### config.mk
export PLATFORM = sky130hd
export DESIGN_NAME = elev_call_scheduler
export DESIGN_NICKNAME = d
export VERILOG_FILES = /design/src/rtl/elev_pkg.sv /design/src/rtl/elev_target_sel.sv /design/src/rtl/elev_call_scheduler.sv
export SDC_FILE = /design/constraint.sdc
export NUM_CORES = 1
export LEC_CHECK = 0
export ABC_AREA = 1
export CAP_MARGIN = 30
export CORE_UTILIZATION = 48
export DETAILED_ROUTE_END_ITERATION = 8
export GPL_ROUTABILITY_DRIVEN = 0
export GPL_TIMING_DRIVEN = 0
export MAX_ROUTING_LAYER = met4
export PLACE_DENSITY = 0.77
export SYNTH_ARGS = -nofsm -noshare
export SYNTH_HDL_FRONTEND = slang
export SYNTH_HIERARCHICAL = 1
export SYNTH_SLANG_ARGS = --single-unit
### constraint.sdc
create_clock -name clk -period 2 [get_ports clk]
set_input_delay 0.4 -clock clk [delete_from_list [all_inputs] [get_ports clk]]
set_output_delay 0.4 -clock clk [all_outputs]
set_load 0.02 [all_outputs]
### src/rtl/elev_pkg.sv
// Shared encodings for the elevator call scheduler: FSM states, floor one-hot
// constants and travel-direction values.
package elev_pkg;

  typedef enum logic [1:0] {
    ST_IDLE  = 2'd0,
    ST_UP    = 2'd1,
    ST_DOWN  = 2'd2,
    ST_SERVE = 2'd3
  } state_e;

  localparam logic [3:1] FL_NONE = 3'b000;
  localparam logic [3:1] FL1     = 3'b001;
  localparam logic [3:1] FL2     = 3'b010;
  localparam logic [3:1] FL3     = 3'b100;

  localparam logic DIR_UP   = 1'b1;
  localparam logic DIR_DOWN = 1'b0;

  function automatic logic is_onehot(input logic [3:1] f);
    return (f == FL1) || (f == FL2) || (f == FL3);
  endfunction

endpackage

### src/rtl/elev_target_sel.sv
// Combinational target selection: which pending floors lie above/below/at the
// car, and the closest pending floor on each side.
module elev_target_sel
  import elev_pkg::*;
(
  input  logic [3:1] pending,
  input  logic [3:1] floor,
  input  logic       dir,
  output logic       above,
  output logic       below,
  output logic       here,
  output logic       pref_up,
  output logic [3:1] near_above,
  output logic [3:1] near_below
);

  logic [3:1] above_mask;
  logic [3:1] below_mask;
  logic [3:1] pend_above;
  logic [3:1] pend_below;

  always_comb begin
    above_mask = {floor[2] | floor[1], floor[1], 1'b0};
    below_mask = {1'b0, floor[3], floor[3] | floor[2]};
    pend_above = pending & above_mask;
    pend_below = pending & below_mask;
    above      = |pend_above;
    below      = |pend_below;
    here       = |(pending & floor);
    near_above = pend_above[2] ? FL2 : (pend_above[3] ? FL3 : FL_NONE);
    near_below = pend_below[2] ? FL2 : (pend_below[1] ? FL1 : FL_NONE);
    // Head up after a stop: keep going up if travelling up, else only when nothing is below.
    pref_up    = (dir == DIR_UP) ? above : (above && !below);
  end

endmodule

### src/rtl/elev_call_scheduler.sv
// Three-floor elevator call scheduler with registered request/direction outputs.
// Optional home return to floor 1 after idling: define ELEV_SCHED_HOME_EN.
module elev_call_scheduler
  import elev_pkg::*;
#(
  parameter int unsigned IDLE_CYCLES = 16
)
(
  input  logic       clk,
  input  logic       reset,
  input  logic [3:1] call,
  input  logic [3:1] floor,
  input  logic       door,
  output logic [3:1] req,
  output logic [3:1] pending,
  output logic       dir,
  output logic       busy
);

  state_e     state, state_next;
  logic [3:1] req_next, pending_next, home_set;
  logic       dir_next, door_q;
  logic       above, below, here, pref_up;
  logic [3:1] near_above, near_below;

  elev_target_sel u_target_sel (
    .pending    (pending),
    .floor      (floor),
    .dir        (dir),
    .above      (above),
    .below      (below),
    .here       (here),
    .pref_up    (pref_up),
    .near_above (near_above),
    .near_below (near_below)
  );

`ifdef ELEV_SCHED_HOME_EN
  localparam int unsigned CW = $clog2(IDLE_CYCLES + 1);
  logic [CW-1:0] idle_cnt;
  logic          idle_qual, idle_done;

  assign idle_qual = (state == ST_IDLE) && (pending == FL_NONE) &&
                     (call == FL_NONE) && (floor != FL1);
  assign idle_done = idle_qual && (idle_cnt == CW'(IDLE_CYCLES - 1));
  assign home_set  = idle_done ? FL1 : FL_NONE;

  always_ff @(posedge clk or posedge reset) begin
    if (reset)                        idle_cnt <= '0;
    else if (!idle_qual || idle_done) idle_cnt <= '0;
    else                              idle_cnt <= idle_cnt + 1'b1;
  end
`else
  logic unused_idle_cfg;
  assign unused_idle_cfg = ^IDLE_CYCLES;
  assign home_set        = FL_NONE;
`endif

  // An open door at a floor absorbs any call for that floor on the same cycle.
  assign pending_next = (pending | call | home_set) & ~(door ? floor : FL_NONE);

  always_comb begin
    state_next = state;
    req_next   = FL_NONE;
    dir_next   = dir;
    if (is_onehot(floor)) begin
      // With three floors "nearest, ties go up" reduces to "above wins".
      case (state)
        ST_IDLE: begin
          if (here)       state_next = ST_SERVE;
          else if (above) state_next = ST_UP;
          else if (below) state_next = ST_DOWN;
        end
        ST_UP: begin
          if (here)       state_next = ST_SERVE;
          else if (above) state_next = ST_UP;
          else if (below) state_next = ST_DOWN;
          else            state_next = ST_IDLE;
        end
        ST_DOWN: begin
          if (here)       state_next = ST_SERVE;
          else if (below) state_next = ST_DOWN;
          else if (above) state_next = ST_UP;
          else            state_next = ST_IDLE;
        end
        default: begin
          if (door_q && !door) begin
            if (here)         state_next = ST_SERVE;
            else if (pref_up) state_next = ST_UP;
            else if (below)   state_next = ST_DOWN;
            else              state_next = ST_IDLE;
          end
        end
      endcase
      case (state_next)
        ST_SERVE: req_next = floor;
        ST_UP: begin
          req_next = near_above;
          dir_next = DIR_UP;
        end
        ST_DOWN: begin
          req_next = near_below;
          dir_next = DIR_DOWN;
        end
        default: req_next = FL_NONE;
      endcase
    end
  end

  always_ff @(posedge clk or posedge reset) begin
    if (reset) begin
      state   <= ST_IDLE;
      pending <= FL_NONE;
      req     <= FL_NONE;
      dir     <= DIR_UP;
      busy    <= 1'b0;
      door_q  <= 1'b0;
    end else begin
      state   <= state_next;
      pending <= pending_next;
      req     <= req_next;
      dir     <= dir_next;
      busy    <= (state_next != ST_IDLE);
      door_q  <= door;
    end
  end

endmodule

Yosys cells after proc, flatten, opt, wreduce, memory -nomap -nowiden
Index checks and enable logic that the tools add are counted.

word-level totals
  register bits after elaboration = 11
  bits in latches = 0
  memory bits (writable) = 0
  memory bits (read-only) = 0
  bits of input ports = 9
  output and inout bits = 8
  word-level logic and storage cells = 59
  memories kept = 0

cells by class
  $add $sub $neg = 0
  multipliers = 0
  div/mod/pow operators = 0
  order comparisons = 0
  equality and inequality tests = 8
  shift-type cells = 0
  multiplexer cells = 24
  bitwise operators = 8
  reductions and logical operators = 13

operators with widths
  cell                                                              number
  2-bit 2-to-1 mux                                                  13
  3-bit 2-to-1 mux                                                  5
  3-bit bitwise AND                                                 3
  3-bit one-hot mux with 3 select lines                             1
  3-bit OR reduction                                                3
  2-bit == test (second input constant)                             3
  2-bit one-hot mux with 3 select lines                             1
  2-bit by 1-bit == test with 1-bit output (second input constant)  2
  2-bit nonzero test                                                2
  3-bit by 2-bit bitwise AND with 3-bit output                      1
  3-bit by 1-bit == test with 1-bit output (second input constant)  1
  3-bit by 2-bit == test with 1-bit output (second input constant)  1
  3-bit == test (second input constant)                             1
  1-bit 2-to-1 mux                                                  3
  3-bit inverter                                                    1
  3-bit bitwise OR                                                  1
  1-bit logical AND                                                 2
  1-bit zero test                                                   2
  2-bit zero test                                                   1
  1-bit logical OR                                                  2
  1-bit bitwise OR                                                  2
  1-bit one-hot mux with 2 select lines                             1
  2-bit AND reduction                                               1

Logic depth before layout (Yosys ltp)
Gate-level depths: netlist of the first run.

  depth after elaboration = 14
  gate-level depth with buffers = 14

Modules after synthesis
The synthesis of the first run kept the hierarchy.

by module, submodules not included
  module               instances  cells an instance  area an instance (um^2)  sequential area each (um^2)
  elev_call_scheduler  1          77                 624.3                    276.5
  elev_target_sel      1          22                 107.6                    0.0

Least setup slack after synthesis of the first run
Ideal clock, no wire load.

  path type = register to register
  from = reg pending[3] (netlist name)
  to = reg req[1] (netlist name)
  arrival time = 1.750 ns
  slack = 0.130 ns
  stages on the path, launching flop included = 14
  path buffers = 0
  period minus slack after synthesis = 1.870 ns
  cells stage by stage = dfrtp_1 inv_1 nor2_1 nor2_2 a21oi_2 inv_1 nand3_1 nor2_1 nor2_2 inv_1 ha_1 a22o_1 inv_1 a21oi_2

on the way
  longest elaborated chain between the ends = 13

ends and longest elaborated chain
  what                                                                              line                        RTL
  start, declared                                                                   elev_call_scheduler.sv:15   output logic [3:1] pending,
  start signal, assigned                                                            elev_call_scheduler.sv:120  pending <= pending_next;
  3-bit by 2-bit bitwise AND with 3-bit output                                      elev_target_sel.sv:26       pend_below = pending & below_mask;
  3-bit OR reduction                                                                elev_target_sel.sv:28       below = |pend_below;
  1-bit zero test                                                                   elev_target_sel.sv:33       pref_up = (dir == DIR_UP) ? above : (above && !below);
  1-bit logical AND                                                                 elev_target_sel.sv:33
  1-bit 2-to-1 mux (*)                                                              elev_target_sel.sv:33
  named net pref_up                                                                 elev_call_scheduler.sv:23   logic above, below, here, pref_up;
  2-bit 2-to-1 mux (*)                                                              elev_call_scheduler.sv:89   else if (pref_up) state_next = ST_UP;
  2-bit 2-to-1 mux (*)                                                              elev_call_scheduler.sv:88   if (here) state_next = ST_SERVE;
  2-bit 2-to-1 mux (*)                                                              elev_call_scheduler.sv:87   if (door_q && !door) begin
  2-bit one-hot mux with 3 select lines (*)                                         elev_call_scheduler.sv:68   case (state)
  2-bit 2-to-1 mux (*)                                                              elev_call_scheduler.sv:66   if (is_onehot(floor)) begin
  2-bit == test / 2-bit by 1-bit == test with 1-bit output (equally long branches)  elev_call_scheduler.sv:95   case (state_next)
  3-bit one-hot mux with 3 select lines (*)                                         elev_call_scheduler.sv:95
  3-bit 2-to-1 mux (*)                                                              elev_call_scheduler.sv:66
  named net req_next (one bit)                                                      elev_call_scheduler.sv:21   logic [3:1] req_next, pending_next, home_set;
  end signal, assigned                                                              elev_call_scheduler.sv:121  req <= req_next;
  end, declared                                                                     elev_call_scheduler.sv:14   output logic [3:1] req,

The timed path passes the listed nets; every way through them passes the cells marked *. The select of a mux whose other input is x is not followed.
A chain may end at the register's enable or synchronous reset.

Final worst setup path of the first run
  from = reg pending[3] (netlist name)
  to = reg req[1] (netlist name)

RTL lines
  what                                                                              line                       RTL
  3-bit bitwise AND (*)                                                             elev_target_sel.sv:25      pend_above = pending & above_mask;
  3-bit OR reduction (*)                                                            elev_target_sel.sv:27      above = |pend_above;
  named net above                                                                   elev_call_scheduler.sv:23
  1-bit logical AND                                                                 elev_target_sel.sv:33
  1-bit 2-to-1 mux                                                                  elev_target_sel.sv:33
  2-bit 2-to-1 mux                                                                  elev_call_scheduler.sv:89
  2-bit 2-to-1 mux                                                                  elev_call_scheduler.sv:88
  2-bit 2-to-1 mux                                                                  elev_call_scheduler.sv:87
  2-bit one-hot mux with 3 select lines (*)                                         elev_call_scheduler.sv:68
  2-bit 2-to-1 mux (*)                                                              elev_call_scheduler.sv:66
  2-bit == test / 2-bit by 1-bit == test with 1-bit output (equally long branches)  elev_call_scheduler.sv:95
  3-bit one-hot mux with 3 select lines (*)                                         elev_call_scheduler.sv:95
  3-bit 2-to-1 mux (*)                                                              elev_call_scheduler.sv:66
  named net req_next (one bit)                                                      elev_call_scheduler.sv:21

Marks and branches as above.

==> results of run 1 <==
==> routing by layer <==
| metal | part of all wire, % | GRT usage, % | routed length (um) |
|---|---|---|---|
| met5 | 0 | - | 0 |
| met4 | 2.3 | 10.0 | 37 |
| met3 | 2.5 | 1.63 | 41 |
| met2 | 49 | 39.5 | 788 |
| met1 | 47 | 30.0 | 756 |
==> synthesized netlist by cell type <==
cell type and number:
a21oi_1 4, a21oi_2 4, a22o_1 3, and2_1 1, buf_4 2, conb_1 1, dfrtp_1 10, dfstp_2 1
ha_1 3, inv_1 20, inv_2 2, nand2_1 22, nand2_2 2, nand3_1 2, nand3_2 1, nand4_1 5
nor2_1 9, nor2_2 2, nor3_1 1, o21ai_0 1, o21ai_2 2, or2_4 1
==> path summary, 6_finish.rpt <==
| check | slack, ns | from | cells after the start | end |
|---|---|---|---|---|
| max | 0.11 | pending[3]$_DFF_PP0_ | 13 | req[1]$_DFF_PP0_ |
| min | 0.41 | reset | 2 | req[1]$_DFF_PP0_ |
| max reg2reg | 0.11 | pending[3]$_DFF_PP0_ | 13 | req[1]$_DFF_PP0_ |
| min reg2reg | 0.51 | dir$_DFFE_PP1P_ | 2 | dir$_DFFE_PP1P_ |
| max in group asynchronous | 1.28 | reset | 2 | dir$_DFFE_PP1P_ |
| min in group clk | 0.42 | floor[3] | 2 | pending[3]$_DFF_PP0_ |
==> power by group through the flow <==
stage | sequential, uW | combinational, uW | clock [uW]
after global routing | 305 | 365 | 157
after global placement | 300 | 292 | 0
final | 298 | 328 | 146
after CTS | 297 | 312 | 148
after detailed placement | 301 | 299 | 0
after floorplan | 331 | 158 | 0
==> worst max-delay path, stage by stage, from the launching register on <==
cell and delay (ns):
dfrtp_1 0.40, inv_1 0.08, nor2_2 0.15, nor2_4 0.05, inv_1 0.07, inv_1 0.04, a21oi_1 0.12, nor2_1 0.07
nor2_2 0.15, inv_1 0.08, ha_2 0.20, a22o_1 0.21, inv_1 0.10, a21oi_4 0.07
==> layout make-up <==
type	instances	area share, %
Clock buffer	4	2.67
Inverter	22	8.39
Timing Repair Buffer	20	17.8
Tap cell	15	1.91
Multi-Input combinational cell	65	39.5
Sequential cell	11	28.2
Buffer	2	1.52
==> sequential cells by signal, indices dropped and copies added (netlist names) <==
register  cells
req           3
busy          1
dir           1
state         2
pending       3
door_q        1
==> kinds of logic after synthesis <==
kind of cell / count (synthesis)
buffers and inverters: 24
other: 1
DFF: 11
and+or+nand+nor: 46
adders and majority gates: 3
AOI/OAI and AO/OA: 14
==> stage by stage <==
stage | util, % | instances | total power, uW | hold WS [ns]
final | 72.1 | 139 | 772 | 0.410
after global routing | 72.1 | 139 | 828 | 0.433
after CTS | 70.4 | 138 | 757 | 0.430
after detailed placement | 66.9 | 131 | 600 | 0.499
after global placement | 66.9 | 131 | 591 | 0.484
after floorplan | - | 100 | 489 | 0.252
==> repair_timing <==
action                     4_1_cts  5_1_grt
pin swaps                        3        1
buffers inserted                 3        1
setup endpoints to repair        4        4
gates resized for setup          4       14
==> flow_metrics.py, run 1 <==
metrics = {
    "placed_design": {
        "dp_slack_ns": -0.629,
        "port-buffer-count": 16,
        "place_area_um2": 915,
        "hpwlAfterDp_um": 1200,
    },
    "synth": {
        "syn_area_um2": 732,
        "syn_inst": 99,
        "ys_types": 22,
        "ys_ff_latch": 11,
        "synth_mux_area_share_pct": 0,
        "synth_compound_area_share_pct": 14.2,
        "synth_warnings": 6,
        "synth.largest_area_cell": "dfrtp_1",
        "yosysSeqAreaShare_pct": 37.8,
        "yosys.area_share.simple_pct": 29.1,
        "synthAdderAreaFrac_pct": 5.13,
        "synth_top_family_by_area": "simple AND/OR/NAND/NOR gates",
        "yosysTopAreaCellShare_pct": 34.2,
        "syn_avg_cell_area_um2": 7.39,
        "synth_area_leaders": "dfrtp_1 (34%), nand2_1 (11%), inv_1 (10%)",
        "synthXorXnorAreaFrac_pct": 0,
    },
    "floorplanning": {
        "ios": 17,
        "dieArea_mm2": 0.00169,
        "die_x_um": 41.1,
        "core_mm2": 0.00137,
        "die_h_um": 41.1,
        "start_util_pct": 53.6,
        "core.rowCount": 13,
    },
    "route": {
        "dr.pass1.iters": 4,
        "drt_iter0_drc": 21,
        "drtAntennaViolNets": 0,
        "wl_per_cell_um": 11.7,
        "via_per_inst": 4.91,
        "drc_errors": 0,
        "wl_um": 1620,
        "vias": 683,
    },
    "critical_path": {
        "end_kind": "register",
        "arrival_ns": 2.04,
        "worstSetupStartpointType": "register",
        "worstPathRequired_ns": 2.15,
        "crit_fanout": 4,
        "crit_type": "register to register",
    },
    "hold_path": {
        "hp-class": "input port to async pin",
    },
    "cts": {
        "clk_path_buf_depth": 2,
        "clock-root-buffer": "clkbuf_4",
        "h-tree-depth": 1,
        "clk_pin_slew_ns": 0.07,
        "cts_hold_buf": 0,
        "numCtsBuffers": 3,
        "cts_tree": "yes",
        "clock_sinks": 11,
        "clock_latency_ns": 0.26,
    },
    "timing": {
        "post-route-min-period_ns": 1.89,
        "fin_skew_ns": 0.00678,
        "setup_violations": 0,
        "setup_slack_ns": 0.112,
        "period_share_pct": 94.4,
        "hold_viol": 0,
        "slew_violations": 0,
        "tns_ns": 0,
        "max_freq_ghz": 0.530,
    },
    "cells_and_area": {
        "fillers": 120,
        "mostFrequentLayoutCell": "nand2_1",
        "area.sequential_um2": 278,
        "layout-drive-gt1-share_pct": 27.4,
        "layout.nets": 137,
        "final_cell_mix": "nand2_1 (21), inv_1 (20), clkdlybuf4s50_1 (13)",
        "stdcell_area_um2": 985,
        "area_delta_synth_final_pct": 34.5,
        "diodes": 0,
        "multi_input_area_um2": 389,
    },
    "run": {
        "cap_violations": 0,
    },
    "power": {
        "irDropWorstVdd_v": 0.000363,
        "p_int_uw": 491,
        "swShare_pct": 36.5,
        "seqPwrFrac_pct": 38.6,
        "p_sw_uw": 282,
        "comb_power_share_pct": 42.5,
        "cellLeakagePower_uw": 0.000525,
        "p_per_area_mw_per_mm2": 784,
        "p_clk_share_pct": 18.9,
    },
    "global_routing": {
        "grt_use_total_pct": 24.0,
        "grt_pass1_wl_um": 2500,
        "grt_pass1_vias": 584,
        "antenna_found_initial": 0,
        "grt.overflow.total": 0,
        "grt_max_degree": 12,
    },
    "status": {
        "outcome": "finished clean",
    },
}
No activity file was read; power rests on OpenSTA's default activity.
==> inputs of run 2 (changes only) <==
--- a/config.mk
+++ b/config.mk
@@ -7,12 +7,15 @@
 export LEC_CHECK = 0
 export ABC_AREA = 1
 export CAP_MARGIN = 30
+export CORE_MARGIN = 2
 export CORE_UTILIZATION = 48
 export DETAILED_ROUTE_END_ITERATION = 8
 export GPL_ROUTABILITY_DRIVEN = 0
 export GPL_TIMING_DRIVEN = 0
 export MAX_ROUTING_LAYER = met4
 export PLACE_DENSITY = 0.77
+export SKIP_LAST_GASP = 1
+export SLEW_MARGIN = 20
 export SYNTH_ARGS = -nofsm -noshare
 export SYNTH_HDL_FRONTEND = slang
 export SYNTH_HIERARCHICAL = 1
==> run 2 against run 1 <==
  * Largest power group unchanged
  * Worst hold slack lost 0.0040 ns
  * Clock power grew 7%
  * Critical endpoint is now req[2]$_DFF_PP0_
  * Global-route usage shrank 4.1 points
  * Critical path type unchanged
  * Clock skew grew 0.0026 ns
  * Maximum frequency grew 1.1%
  * Cell area shrank 0.76%
  * Via count grew 3.8%
==> flow_metrics.py, run 2 (same netlist as run 1, synthesis figures left out) <==
metrics = {
    "global_routing": {
        "grt_max_degree": 12,
        "grt_use_total_pct": 19.9,
        "grt_pass1_vias": 630,
        "antenna_found_initial": 0,
        "grt.overflow.total": 0,
        "grt_pass1_wl_um": 2630,
    },
    "cts": {
        "h-tree-depth": 1,
        "clock-root-buffer": "clkbuf_4",
        "clk_path_buf_depth": 2,
        "clock_latency_ns": 0.27,
        "clk_pin_slew_ns": 0.08,
        "cts_tree": "yes",
        "clock_sinks": 11,
        "cts_hold_buf": 0,
        "numCtsBuffers": 3,
    },
    "power": {
        "cellLeakagePower_uw": 0.000528,
        "irDropWorstVdd_v": 0.000518,
        "p_clk_share_pct": 20.0,
        "comb_power_share_pct": 42.1,
        "p_per_area_mw_per_mm2": 797,
        "swShare_pct": 36.8,
        "p_int_uw": 492,
        "seqPwrFrac_pct": 37.9,
        "p_sw_uw": 287,
    },
    "placed_design": {
        "port-buffer-count": 16,
        "hpwlAfterDp_um": 1200,
        "place_area_um2": 916,
    },
    "cells_and_area": {
        "stdcell_area_um2": 977,
        "reg_top3": "pending: 3 flops, req: 3 flops, state: 2 flops",
        "diodes": 0,
        "layout-drive-gt1-share_pct": 26.4,
        "layout.nets": 138,
        "final_cell_mix": "nand2_1 (21), inv_1 (20), clkdlybuf4s50_1 (13)",
        "fin_util_pct": 66.4,
        "fillers": 142,
        "area_delta_synth_final_pct": 33.5,
        "mostFrequentLayoutCell": "nand2_1",
    },
    "critical_path": {
        "crit_fanout": 5,
        "worstPathRequired_ns": 2.20,
        "arrival_ns": 2.06,
        "worstReg2RegStart": "pending[2]$_DFF_PP0_",
        "crit_type": "register to register",
        "end_kind": "register",
        "crit_path_start": "pending[2]$_DFF_PP0_",
        "worstSetupStartpointType": "register",
    },
    "run": {
        "cap_violations": 0,
    },
    "floorplanning": {
        "core.rowCount": 14,
        "start_util_pct": 49.7,
        "dieArea_mm2": 0.00185,
        "ios": 17,
        "die_h_um": 43.1,
        "core_mm2": 0.00147,
        "die_x_um": 43.1,
    },
    "route": {
        "drt_iter0_drc": 34,
        "via_per_inst": 5.03,
        "drtAntennaViolNets": 0,
        "vias": 709,
        "dr.pass1.iters": 4,
        "wl_per_cell_um": 11.7,
        "drc_errors": 0,
        "wl_um": 1650,
    },
    "timing": {
        "post-route-min-period_ns": 1.87,
        "max_freq_ghz": 0.536,
        "fin_skew_ns": 0.00941,
        "setup_violations": 0,
        "tns_ns": 0,
        "rsz0062_at_grt": "no",
        "slew_violations": 0,
        "period_share_pct": 93.4,
        "hold_viol": 0,
        "whs_ns": 0.406,
    },
    "hold_path": {
        "worstHoldStart": "floor[3]",
        "hp-class": "input port to register",
    },
    "status": {
        "outcome": "finished clean",
    },
}
==> run 2: changes by cell type in the layout (fill, tap and decap cells not counted), sizes merged <==
cell and change:
buf +1
==> run 2: critical path, stage by stage (launching register included) <==
cell,delay (ns)
dfrtp_1,0.43
nand2_1,0.09
inv_1,0.08
nor2_2,0.13
inv_1,0.07
nand2_1,0.06
nand2_1,0.05
nand2_2,0.09
and2_4,0.17
inv_1,0.06
ha_1,0.18
or2_4,0.27
a21oi_2,0.11
==> run 2: routing by layer <==
metal  GRT usage (%)  share of wire, %
met4            9.09               1.2
met3            3.83               4.8
met2            29.7                47
met5               -                 0
met1            26.2                47
==> run 2: area by class of cell <==
type	count	area, um^2	share of cell area [%]
Buffer	2	15.0	1.54
Clock buffer	4	26.3	2.69
Inverter	22	82.6	8.45
Multi-Input combinational cell	65	374	38.3
Sequential cell	11	277	28.3
Tap cell	16	20.0	2.05
Timing Repair Buffer	21	183	18.7
==> run 2: path summary, 6_finish.rpt <==
path	to	slack [ns]	cells after the start
setup reg to reg	req[2]$_DFF_PP0_	0.13	12
hold reg to reg	dir$_DFFE_PP1P_	0.48	2
max in group asynchronous	dir$_DFFE_PP1P_	1.24	2
min in group asynchronous	door_q$_DFF_PP0_	0.42	2
hold / removal	pending[3]$_DFF_PP0_	0.41	2
setup / recovery	req[2]$_DFF_PP0_	0.13	12
==> run 2: metrics by stage <==
step	instances	total power, uW	setup slack, ns
after floorplan	100	489	0.130
after global placement	132	592	-0.552
after detailed placement	132	601	-0.635
after CTS	139	771	0.0334
after global routing	141	833	0.00605
final	141	779	0.133
==> run 2: what timing repair did <==
item                                    in CTS  in global routing
endpoints found under the setup margin       4                  4
pin swaps                                    2                  2
setup buffers                                3                  2
gates resized for setup                      5                 10
==> run 2: power by group through the flow <==
| stage | sequential [uW] | combinational, uW | clock (uW) |
|---|---|---|---|
| 2_1_floorplan | 331 | 158 | 0 |
| 3_3_place_gp | 299 | 293 | 0 |
| 3_5_place_dp | 300 | 301 | 0 |
| 4_1_cts | 295 | 316 | 160 |
| 5_1_grt | 300 | 362 | 171 |
| 6_report | 295 | 328 | 156 |
